==> config.mk <==
export PLATFORM = sky130hd
export DESIGN_NAME = fwd_hazard_unit_flat
export DESIGN_NICKNAME = d
export VERILOG_FILES = /design/src/rtl/fwd_hazard_if.sv /design/src/rtl/fwd_hazard_unit.sv /design/src/flat_wrapper.sv
export SDC_FILE = /design/constraint.sdc
export NUM_CORES = 1
export LEC_CHECK = 0
export ABC_AREA = 0
export CAP_MARGIN = 25
export CELL_PAD_IN_SITES_DETAIL_PLACEMENT = 1
export CELL_PAD_IN_SITES_GLOBAL_PLACEMENT = 1
export CORE_ASPECT_RATIO = 1.5
export CORE_MARGIN = 3
export CORE_UTILIZATION = 40
export CTS_CLUSTER_DIAMETER = 120
export CTS_CLUSTER_SIZE = 12
export DETAILED_ROUTE_END_ITERATION = 7
export GPL_ROUTABILITY_DRIVEN = 1
export PLACE_DENSITY_LB_ADDON = 0.1
export SLEW_MARGIN = 40
export SYNTH_ARGS = -nofsm -noshare
export SYNTH_HDL_FRONTEND = slang
export SYNTH_SLANG_ARGS = --single-unit
==> constraint.sdc <==
create_clock -name clk -period 3.34 [get_ports clk]
set_input_delay 0.501 -clock clk [delete_from_list [all_inputs] [get_ports clk]]
set_output_delay 0.501 -clock clk [all_outputs]
set_load 0.02 [all_outputs]
==> src/rtl/fwd_hazard_if.sv <==
`default_nettype none
// ------------------------------------------------------------------
// fwd_hazard_if: ID-stage instruction fields in, EX forward selects
// and hazard status out.                                 Rev 1.0
// ------------------------------------------------------------------
interface fwd_hazard_if #(
  parameter int REG_W   = 5,
  parameter int NUM_SRC = 2,
  parameter int DEPTH   = 2,
  parameter int SEL_W   = $clog2(DEPTH + 1),
  parameter int CNT_W   = 16
);
  logic                     id_valid;
  logic [NUM_SRC*REG_W-1:0] id_src;
  logic [NUM_SRC-1:0]       id_src_used;
  logic [REG_W-1:0]         id_rd;
  logic                     id_regwrite;
  logic                     id_memread;
  logic                     stall_in;
  logic                     flush;
  logic [NUM_SRC*SEL_W-1:0] fwd_sel;
  logic                     hazard_stall;
  logic                     ex_valid;
  logic [CNT_W-1:0]         stall_count;

  modport master (
    output id_valid, id_src, id_src_used, id_rd, id_regwrite, id_memread,
           stall_in, flush,
    input  fwd_sel, hazard_stall, ex_valid, stall_count
  );

  modport slave (
    input  id_valid, id_src, id_src_used, id_rd, id_regwrite, id_memread,
           stall_in, flush,
    output fwd_sel, hazard_stall, ex_valid, stall_count
  );
endinterface
`default_nettype wire

==> src/rtl/fwd_hazard_unit.sv <==
`default_nettype none
// ------------------------------------------------------------------
// fwd_hazard_unit: EX-operand forwarding selects and ID load-use
// stall for the pipelined MIPS core.                     Rev 1.0
// ------------------------------------------------------------------
module fwd_hazard_unit #(
  parameter int REG_W   = 5,
  parameter int NUM_SRC = 2,
  parameter int DEPTH   = 2,
  parameter int SEL_W   = $clog2(DEPTH + 1),
  parameter int CNT_W   = 16
) (
  input  logic        clk,
  input  logic        reset,
  fwd_hazard_if.slave bus
);

  logic                     ex_valid_q;
  logic [NUM_SRC*REG_W-1:0] ex_src;
  logic [NUM_SRC-1:0]       ex_used;
  logic [REG_W-1:0]         ex_rd;
  logic                     ex_regwrite;
  logic                     ex_memread;

  logic [DEPTH:1]           st_valid;
  logic [DEPTH:1]           st_regwrite;
  logic [REG_W-1:0]         st_rd [1:DEPTH];
  logic [DEPTH:1]           st_producer;

  logic [CNT_W-1:0]         stall_cnt;
  logic [NUM_SRC*SEL_W-1:0] fwd_sel;
  logic                     ex_load;
  logic                     id_match;
  logic                     hazard;
  logic                     hazard_stall;

  for (genvar k = 1; k <= DEPTH; k++) begin : g_prod
    assign st_producer[k] = st_valid[k] && st_regwrite[k] && (st_rd[k] != '0);
  end

  // Scan oldest to youngest so the youngest matching producer is left in sel.
  always_comb begin
    fwd_sel = '0;
    for (int i = 0; i < NUM_SRC; i++) begin
      for (int k = DEPTH; k >= 1; k--) begin
        if (ex_valid_q && ex_used[i] && st_producer[k] &&
            (st_rd[k] == ex_src[i*REG_W +: REG_W])) begin
          fwd_sel[i*SEL_W +: SEL_W] = SEL_W'(k);
        end
      end
    end
  end

  assign ex_load = ex_valid_q && ex_regwrite && ex_memread && (ex_rd != '0);

  always_comb begin
    id_match = 1'b0;
    for (int i = 0; i < NUM_SRC; i++) begin
      if (bus.id_src_used[i] && (bus.id_src[i*REG_W +: REG_W] == ex_rd)) begin
        id_match = 1'b1;
      end
    end
  end

  assign hazard       = bus.id_valid && ex_load && id_match;
  assign hazard_stall = hazard && !bus.flush;

  // A flush still kills the EX entry while the pipe is frozen.
  always_ff @(posedge clk) begin
    if (reset) begin
      ex_valid_q <= 1'b0;
    end else if (!bus.stall_in) begin
      ex_valid_q  <= bus.id_valid && !hazard_stall && !bus.flush;
      ex_src      <= bus.id_src;
      ex_used     <= bus.id_src_used;
      ex_rd       <= bus.id_rd;
      ex_regwrite <= bus.id_regwrite;
      ex_memread  <= bus.id_memread;
    end else if (bus.flush) begin
      ex_valid_q <= 1'b0;
    end
  end

  always_ff @(posedge clk) begin
    if (reset) begin
      st_valid <= '0;
    end else if (!bus.stall_in) begin
      st_valid[1]    <= ex_valid_q;
      st_regwrite[1] <= ex_regwrite;
      st_rd[1]       <= ex_rd;
      for (int k = 2; k <= DEPTH; k++) begin
        st_valid[k]    <= st_valid[k-1];
        st_regwrite[k] <= st_regwrite[k-1];
        st_rd[k]       <= st_rd[k-1];
      end
    end
  end

  always_ff @(posedge clk) begin
    if (reset) begin
      stall_cnt <= '0;
    end else if (hazard_stall && !bus.stall_in && (stall_cnt != '1)) begin
      stall_cnt <= stall_cnt + 1'b1;
    end
  end

  assign bus.fwd_sel      = fwd_sel;
  assign bus.hazard_stall = hazard_stall;
  assign bus.ex_valid     = ex_valid_q;
  assign bus.stall_count  = stall_cnt;

endmodule
`default_nettype wire

==> src/flat_wrapper.sv <==
// flat-port wrapper written by rule: the top's interface ports become plain ports
module fwd_hazard_unit_flat 
#(
  parameter int REG_W   = 5,
  parameter int NUM_SRC = 2,
  parameter int DEPTH   = 2,
  parameter int SEL_W   = $clog2(DEPTH + 1),
  parameter int CNT_W   = 16
)
  (clk, reset, bus_id_valid, bus_id_src, bus_id_src_used, bus_id_rd, bus_id_regwrite, bus_id_memread, bus_stall_in, bus_flush, bus_fwd_sel, bus_hazard_stall, bus_ex_valid, bus_stall_count);
  fwd_hazard_if #(.REG_W(REG_W), .NUM_SRC(NUM_SRC), .DEPTH(DEPTH), .SEL_W(SEL_W), .CNT_W(CNT_W)) bus_i ();
  input  logic clk;
  input  logic reset;
  input wire logic [$bits(bus_i.id_valid)-1:0] bus_id_valid;
  input wire logic [$bits(bus_i.id_src)-1:0] bus_id_src;
  input wire logic [$bits(bus_i.id_src_used)-1:0] bus_id_src_used;
  input wire logic [$bits(bus_i.id_rd)-1:0] bus_id_rd;
  input wire logic [$bits(bus_i.id_regwrite)-1:0] bus_id_regwrite;
  input wire logic [$bits(bus_i.id_memread)-1:0] bus_id_memread;
  input wire logic [$bits(bus_i.stall_in)-1:0] bus_stall_in;
  input wire logic [$bits(bus_i.flush)-1:0] bus_flush;
  output wire logic [$bits(bus_i.fwd_sel)-1:0] bus_fwd_sel;
  output wire logic [$bits(bus_i.hazard_stall)-1:0] bus_hazard_stall;
  output wire logic [$bits(bus_i.ex_valid)-1:0] bus_ex_valid;
  output wire logic [$bits(bus_i.stall_count)-1:0] bus_stall_count;
  assign bus_i.id_valid = bus_id_valid;
  assign bus_i.id_src = bus_id_src;
  assign bus_i.id_src_used = bus_id_src_used;
  assign bus_i.id_rd = bus_id_rd;
  assign bus_i.id_regwrite = bus_id_regwrite;
  assign bus_i.id_memread = bus_id_memread;
  assign bus_i.stall_in = bus_stall_in;
  assign bus_i.flush = bus_flush;
  assign bus_fwd_sel = bus_i.fwd_sel;
  assign bus_hazard_stall = bus_i.hazard_stall;
  assign bus_ex_valid = bus_i.ex_valid;
  assign bus_stall_count = bus_i.stall_count;
  fwd_hazard_unit #(.REG_W(REG_W), .NUM_SRC(NUM_SRC), .DEPTH(DEPTH), .SEL_W(SEL_W), .CNT_W(CNT_W)) u_core (.clk(clk), .reset(reset), .bus(bus_i));
endmodule
# --- Yosys cells after proc, flatten, opt, wreduce, memory -nomap -nowiden ---
# Memories as Yosys holds them, arrays and structs flattened.
# Cells that the tools add are included.
totals:
  regBits: 40
  mem_bits_rw: 10
  input_bits: 24
  elab_cells: 65
  memories: 1
memory_table:
  columns: ["memory", "depth", "width", "rd", "rd_ports_with_merged_regs", "wr", "line_no", "source"]
  rows:
  - ["u_core.st_rd", 2, 5, 2, 0, 2, "fwd_hazard_unit.sv:27", "logic [REG_W-1:0] st_rd [1:DEPTH];"]
op_classes:
  n_addsub: 1
  n_eq_ne: 8
  mux: 11
  bitwise_logic: 2
  reduce_logical: 33
ops:
  columns: ["operator", "count"]
  rows:
  - ["5-bit equality test", 6]
  - ["1-bit logical AND", 26]
  - ["16-bit by 1-bit adder with 16-bit output (second input constant)", 1]
  - ["16-bit inequality test (second input constant)", 1]
  - ["5-bit nonzero test", 3]
  - ["2-bit 2-to-1 mux", 4]
  - ["1-bit 2-to-1 mux", 7]
  - ["1-bit logical NOT", 3]
  - ["2-bit by 1-bit inequality test with 1-bit output (second input constant)", 1]
  - ["1-bit NOT", 2]
  - ["2-bit AND reduction", 1]

# --- Depth between registers and ports, before layout ---
# Gate-level depths: netlist (run 1).
depth:
  depth_word: 10
  depth_mapped: 9
  mapped_depth_nobuf: 7

# --- Worst setup path after synthesis (run 1) ---
# Ideal clock, no wire load.
synth_timing:
  path_type: "in2reg"
  from: "input port reset"
  to: "register u_core.ex_memread, enable pin"
  setup_ns: 0.419
  t_arrival_ns: 2.226
  t_required_ns: 2.921
  slack_ns: 0.695
  cell_stages: 3
  n_path_buf: 2
  path_cell_list: "clkbuf_1 -> buf_1 -> nor2_1"
synth_via:
  elab_chain_len: 2
synth_lines:
  columns: ["element", "line_no", "source"]
  rows:
  - ["start: declaration", "flat_wrapper.sv:13", "input logic reset;"]
  - ["1-bit NOT (no line)", null, null]
  - ["2-bit AND reduction (no line)", null, null]
  - ["end signal: assignment", "fwd_hazard_unit.sv:78", "ex_memread <= bus.id_memread;"]
  - ["end: declaration", "fwd_hazard_unit.sv:23", "logic ex_memread;"]
# Every way passes these cells.
# A chain may end at the register's enable or synchronous reset.

==> results of run 1 <==
==> per-layer routing <==
layer,wire [um],track usage [%]
met1,1760,16.3
met2,3210,35.3
met3,178,3.80
met4,145,7.97
met5,0,0
==> area by class of cell <==
type                       instances  area (um^2)
clock buffer                       5         68.8
clock inverter                     3         47.5
fill                             584         2570
inverter                           2         7.51
multi-input combinational        134          933
sequential                        50         1310
tap                               70         87.6
timing repair buffer              47          465
==> Yosys cell counts (all sizes together), types with 5 or more instances <==
master  count  area (um^2)
xnor2      27          236
xor2        8         70.1
dfxtp      19          380
edfxtp     31          931
nor2       16         62.6
or3         6         37.5
a21oi       9         45.0
or4        10         75.1
nand3       6         42.5
o21ai       5         25.0
nand4       9         56.3
nand2      10         40.0
o31ai       5         37.5
==> worst max path at each step <==
stage / start / end / slack, ps / cells after the start
final: u_core.st_rd[1][0] / bus_fwd_sel[3] / 360 / 5
after global routing: u_core.st_rd[1][0] / bus_fwd_sel[3] / 250 / 5
after CTS: bus_id_src[1] / bus_hazard_stall / 330 / 7
after detailed placement: bus_id_src[1] / bus_hazard_stall / 330 / 7
after global placement: bus_id_src[1] / bus_hazard_stall / 370 / 7
after floorplan: reset / u_core.ex_memread / 690 / 3
==> cell families (layout without fill, tap and decap cells) <==
family	after synthesis	in the layout	share of synthesized area [%]
xor gates and xnor gates	35	35	13.5
muxes	4	4	1.81
DFF	50	50	57.6
buffers and inverters	6	57	1.48
AOI/OAI and AO/OA	24	24	7.48
adders and majority gates	1	1	0.550
and+or+nand+nor	70	70	17.6
==> layout by cell type (no fill, tap or decap), types with 2 or more instances in the layout <==
| cell type | instances |
|---|---|
| clkdlybuf4s50_1 | 45 |
| edfxtp_1 | 31 |
| xnor2_1 | 27 |
| dfxtp_1 | 19 |
| nor2_1 | 14 |
| or4_1 | 10 |
| nand4_1 | 9 |
| nand2_1 | 9 |
| a21oi_1 | 9 |
| xor2_1 | 8 |
| or3_1 | 6 |
| nand3_1 | 5 |
| o31ai_1 | 5 |
| clkbuf_8 | 5 |
| o21ai_0 | 4 |
| nor4_1 | 3 |
| mux2i_1 | 3 |
| nor2_2 | 2 |
| o211ai_1 | 2 |
| inv_1 | 2 |
| nor2b_1 | 2 |
| and3_1 | 2 |
| inv_6 | 2 |
| buf_4 | 2 |
==> metrics by stage <==
step	setup slack, ps	area [um^2]	total power, mW
final	361	2920	1.23
after global placement	372	2810	0.800
after detailed placement	328	2810	0.806
after CTS	325	2920	1.25
after global routing	251	2920	1.28
after floorplan	695	2280	0.753
==> report_power, final <==
group	total (mW)	switching, mW	internal [mW]
logic	0.0889	0.0371	0.0518
clock network	0.441	0.212	0.229
registers	0.701	0.0213	0.679
==> sequential cells by signal, summed over array words and instances, names as in the netlist <==
signal	cells
u_core.bus.stall_count	16
u_core.ex_src	10
u_core.st_rd	10
u_core.ex_rd	5
u_core.ex_used	2
u_core.st_regwrite	2
u_core.st_valid	2
u_core.bus.ex_valid	1
u_core.ex_memread	1
u_core.ex_regwrite	1
==> out/qor.yml, run 1 <==
rows: 33
insertion_delay_ps: 310
io_pins: 46
cts_buffer_depth: 2
synth_cell_types: 38
synth_area_um2: 2280
initial_core_util_pct: 41.4
synth_ff_type: "edfxtp_1"
min_from: "u_core.ex_regwrite"
relSlewSlack_pct: 70.3
antenna_cells: 0
r2r_start: "u_core.bus.stall_count[0]"
hold_ws_ps: 462
core_area_um2: 5490
hold_viol: 0
drive_gt1_share_pct: 7.88
layout-area-overhead-vs-synth_pct: 28.4
cts_tree: "yes"
period_minus_slack_ps: 2980
arrival_ps: 2480
dr.pass1.iters: 4
finalCritPeriodShare_pct: 89.2
crit_buf_inv: 1
yosysWarningCount: 0
grt_pass1_vias: 1841
drc: 0
worst_path_max_delay_cell: "clkdlybuf4s50_1"
ys_ff_latch: 50
tns_ps: 0
reg2reg_slack_ps: 800
cts_setup_buffers: 0
crit_required_ps: 2840
avgSynthCellArea_um2: 12.0
avgRoutedWirePerCell_um: 17.0
cp_max_fo: 4
cts_resized: 0
cp_top_family: "simple AND/OR/NAND/NOR gates"
peakVddDrop_mv: 0.318
antenna_found_initial: 0
ctsRootBufferMaster: "clkbuf_8"
tightest_slew_ps: 442
p_per_area_nw_per_um2: 421
grt_use_total_pct: 17.9
r2r_end: "u_core.bus.stall_count[13]"
drt_iter0_markers: 45
holdBufCountCts: 0
async_flop_share_pct: 0
grt_max_degree: 32
cts_made_buffers: 5
cts_sinks: 50
fmax_mhz: 336
fin_util_pct: 53.2
hpwl_um: 4230
max_stage_delay_ps: 620
vias: 1645
p_leak_nw: 0.896
numPortBuffers: 45
worst_setup_path_start_kind: "flip-flop"
viasPerCell: 5.29
r2r_cells: 7
die_height_um: 98.4
fin_cells: 311
min_to: "u_core.st_regwrite[1]"
skew_ps: 4.17
synth-edff-count: 31
max_cap_violations: 0
grt_pass1_wl_um: 8850
min_path_type: "flip-flop to flip-flop"
critPathCaptureType: "primary output"
gp_congestion: 0.814
nNetsFinal: 265
slew_viol_final: 0
whs_path_depth: 0
cts_max_level: 2
rsz0062_at_grt: "no"
dieArea_um2: 6650
critPathKind: "flip-flop to primary output"
wirelength_um: 5290
die_width_um: 67.6
setup_viol: 0
grt_overflow_total: 0
netlist_instances: 190
outcome: "finished clean"
cp_cell_sequence: "or4_1 > o211ai_1 > nor4_1 > nor2_1 > clkdlybuf4s50_1"
dp.cells: 303
synth.net_count: 215
clk_pin_slew_worst_paths_ps: 100
ys_seq_area_share_pct: 57.6
ant_nets: 0
Power figures use the tool's default switching activity.
==> inputs of run 2 (changes only) <==
CAP_MARGIN = 5   (was 25)
CORE_ASPECT_RATIO = 2   (was 1.5)
==> out/qor.yml, run 2 (synthesized netlist as in run 1, its figures left out) <==
crit_required_ps: 2840  # about the same
postPlaceCellArea_um2: 2800  # was 2810 um^2
grt_overflow_total: 0  # unchanged
nNetsFinal: 266  # was 265
critPathCaptureType: "primary output"  # unchanged
reg2reg_slack_ps: 850  # was 800 ps
max_stage_delay_ps: 610  # was 620 ps
crit_buf_inv: 1  # unchanged
wirelength_um: 6030  # was 5290 um
p_leak_nw: 0.889  # was 0.896 nW
rsz0062_at_grt: "no"  # unchanged
dp.cells: 294  # was 303
power_mw: 1.16  # was 1.23 mW
fin_util_pct: 53.0  # was 53.2%
p_int_mw: 0.898  # was 0.960 mW
hold_viol: 0  # unchanged
layout-area-overhead-vs-synth_pct: 27.2  # was 28.4%
fmax_mhz: 339  # was 336 MHz
vias: 1662  # was 1645
antenna_cells: 0  # unchanged
rows: 38  # was 33
switching_power_mw: 0.264  # was 0.271 mW
period_minus_slack_ps: 2950  # was 2980 ps
relSlewSlack_pct: 69.9  # was 70.3%
hpwl_um: 4720  # was 4230 um
drive_gt1_share_pct: 8.26  # was 7.88%
grt_pass1_wl_um: 9860  # was 8850 um
clockPowerShare_pct: 31.6  # was 35.8%
min_path_type: "flip-flop to flip-flop"  # unchanged
tightest_slew_ps: 451  # was 442 ps
grt_use_total_pct: 20.2  # was 17.9%
hold_ws_ps: 470  # was 462 ps
p_per_area_nw_per_um2: 401  # was 421 nW/um^2
insertion_delay_ps: 300  # was 310 ps
die_height_um: 113  # was 98.4 um
p_comb_share_pct: 8.2  # was 7.2%
finalCritPeriodShare_pct: 88.3  # was 89.2%
die_width_um: 59.3  # was 67.6 um
worst_path_max_delay_cell: "clkdlybuf4s50_1"  # unchanged
ctsRootBufferMaster: "clkbuf_8"  # unchanged
grt_pass1_vias: 1925  # was 1841
tns_ps: 0  # unchanged
skew_ps: 4.76  # was 4.17 ps
ant_nets: 0  # unchanged
grt_max_degree: 31  # was 32
cts_sinks: 50  # unchanged
cts_max_level: 2  # unchanged
io_pins: 46  # unchanged
cts_resized: 0  # unchanged
outcome: "finished clean"  # unchanged
cp_max_fo: 4  # unchanged
slew_viol_final: 0  # unchanged
clk_pin_slew_worst_paths_ps: 90  # was 100 ps
worst_setup_path_start_kind: "flip-flop"  # unchanged
cp_top_family: "simple AND/OR/NAND/NOR gates"  # unchanged
setup_viol: 0  # unchanged
max_cap_violations: 0  # unchanged
sequentialPowerShare_pct: 60.2  # was 56.9%
place_worst_setup_slack_ps: 424  # was 328 ps
cp_cell_sequence: "or4_1 > o211ai_1 > nor4_1 > nor2_1 > clkdlybuf4s50_1"  # unchanged
numPortBuffers: 45  # unchanged
viasPerCell: 5.50  # was 5.29
gp_congestion: 0.801  # was 0.814
avgRoutedWirePerCell_um: 20.0  # was 17.0 um
switching_share_pct: 22.7  # was 22.0%
cts_made_buffers: 5  # unchanged
peakVddDrop_mv: 0.320  # was 0.318 mV
fin_cells: 302  # was 311
setup_ws_ps: 391  # was 361 ps
dr.pass1.iters: 4  # unchanged
drt_iter0_markers: 22  # was 45
fin_area_um2: 2900  # was 2920 um^2
layout_common_cells: "clkdlybuf4s50_1, edfxtp_1, xnor2_1, dfxtp_1, nor2_1"  # unchanged
dieArea_um2: 6690  # was 6650 um^2
cts_tree: "yes"  # unchanged
largest_reg_flops: 16  # unchanged
holdBufCountCts: 0  # unchanged
antenna_found_initial: 0  # unchanged
arrival_ps: 2450  # was 2480 ps
drc: 0  # unchanged
initial_core_util_pct: 41.6  # was 41.4%
layout_commonest_cell: "clkdlybuf4s50_1"  # unchanged
cts_buffer_depth: 2  # unchanged
critPathKind: "flip-flop to primary output"  # unchanged
cts_setup_buffers: 0  # unchanged
core_area_um2: 5470  # was 5490 um^2
[run 2: cell count changes in the layout (fill, tap and decap cells not counted)]
cell / before / now
inv_6: 2 / 0
buf_4: 2 / 3
bufinv_16: 1 / 0
clkbuf_8: 5 / 6
clkinv_2: 0 / 1
clkinvlp_4: 0 / 1
[run 2: worst paths after layout]
kind / endpoint / start / cells after the start
max: bus_fwd_sel[3] / u_core.st_rd[1][0] / 5
min: u_core.st_regwrite[2] / u_core.st_regwrite[1] / 0
max reg2reg: u_core.bus.stall_count[13] / u_core.bus.stall_count[0] / 7
min reg2reg: u_core.st_regwrite[2] / u_core.st_regwrite[1] / 0
[run 2: layer usage]
layer	track usage (%)	wire (um)
met1	18.2	1850
met2	39.7	3780
met3	3.34	201
met4	9.68	195
met5	0	0
[run 2: power by group through the flow]
stage / Sequential [mW] / Combinational (mW) / Clock [mW]
global placement: 0.712 / 0.0936 / 0
finish: 0.700 / 0.0955 / 0.367
global route: 0.704 / 0.102 / 0.406
detailed placement: 0.714 / 0.0967 / 0
floorplan: 0.709 / 0.0442 / 0
CTS: 0.700 / 0.0972 / 0.383
[run 2: cell type report]
cell class | count | area, um^2
Inverter | 2 | 7.51
Timing Repair Buffer | 48 | 473
Multi-Input combinational cell | 134 | 933
Clock inverter | 2 | 12.5
Fill cell | 601 | 2570
Clock buffer | 6 | 82.6
Tap cell | 60 | 75.1
Sequential cell | 50 | 1310
[run 2: worst reg2reg max path, stage by stage (launching register included)]
cell and delay, ps:
dfxtp_1 360, ha_1 230, nand3_1 210, nor2_2 110
a2111oi_4 460, nand2_2 320, nor4_1 340, mux2_2 360
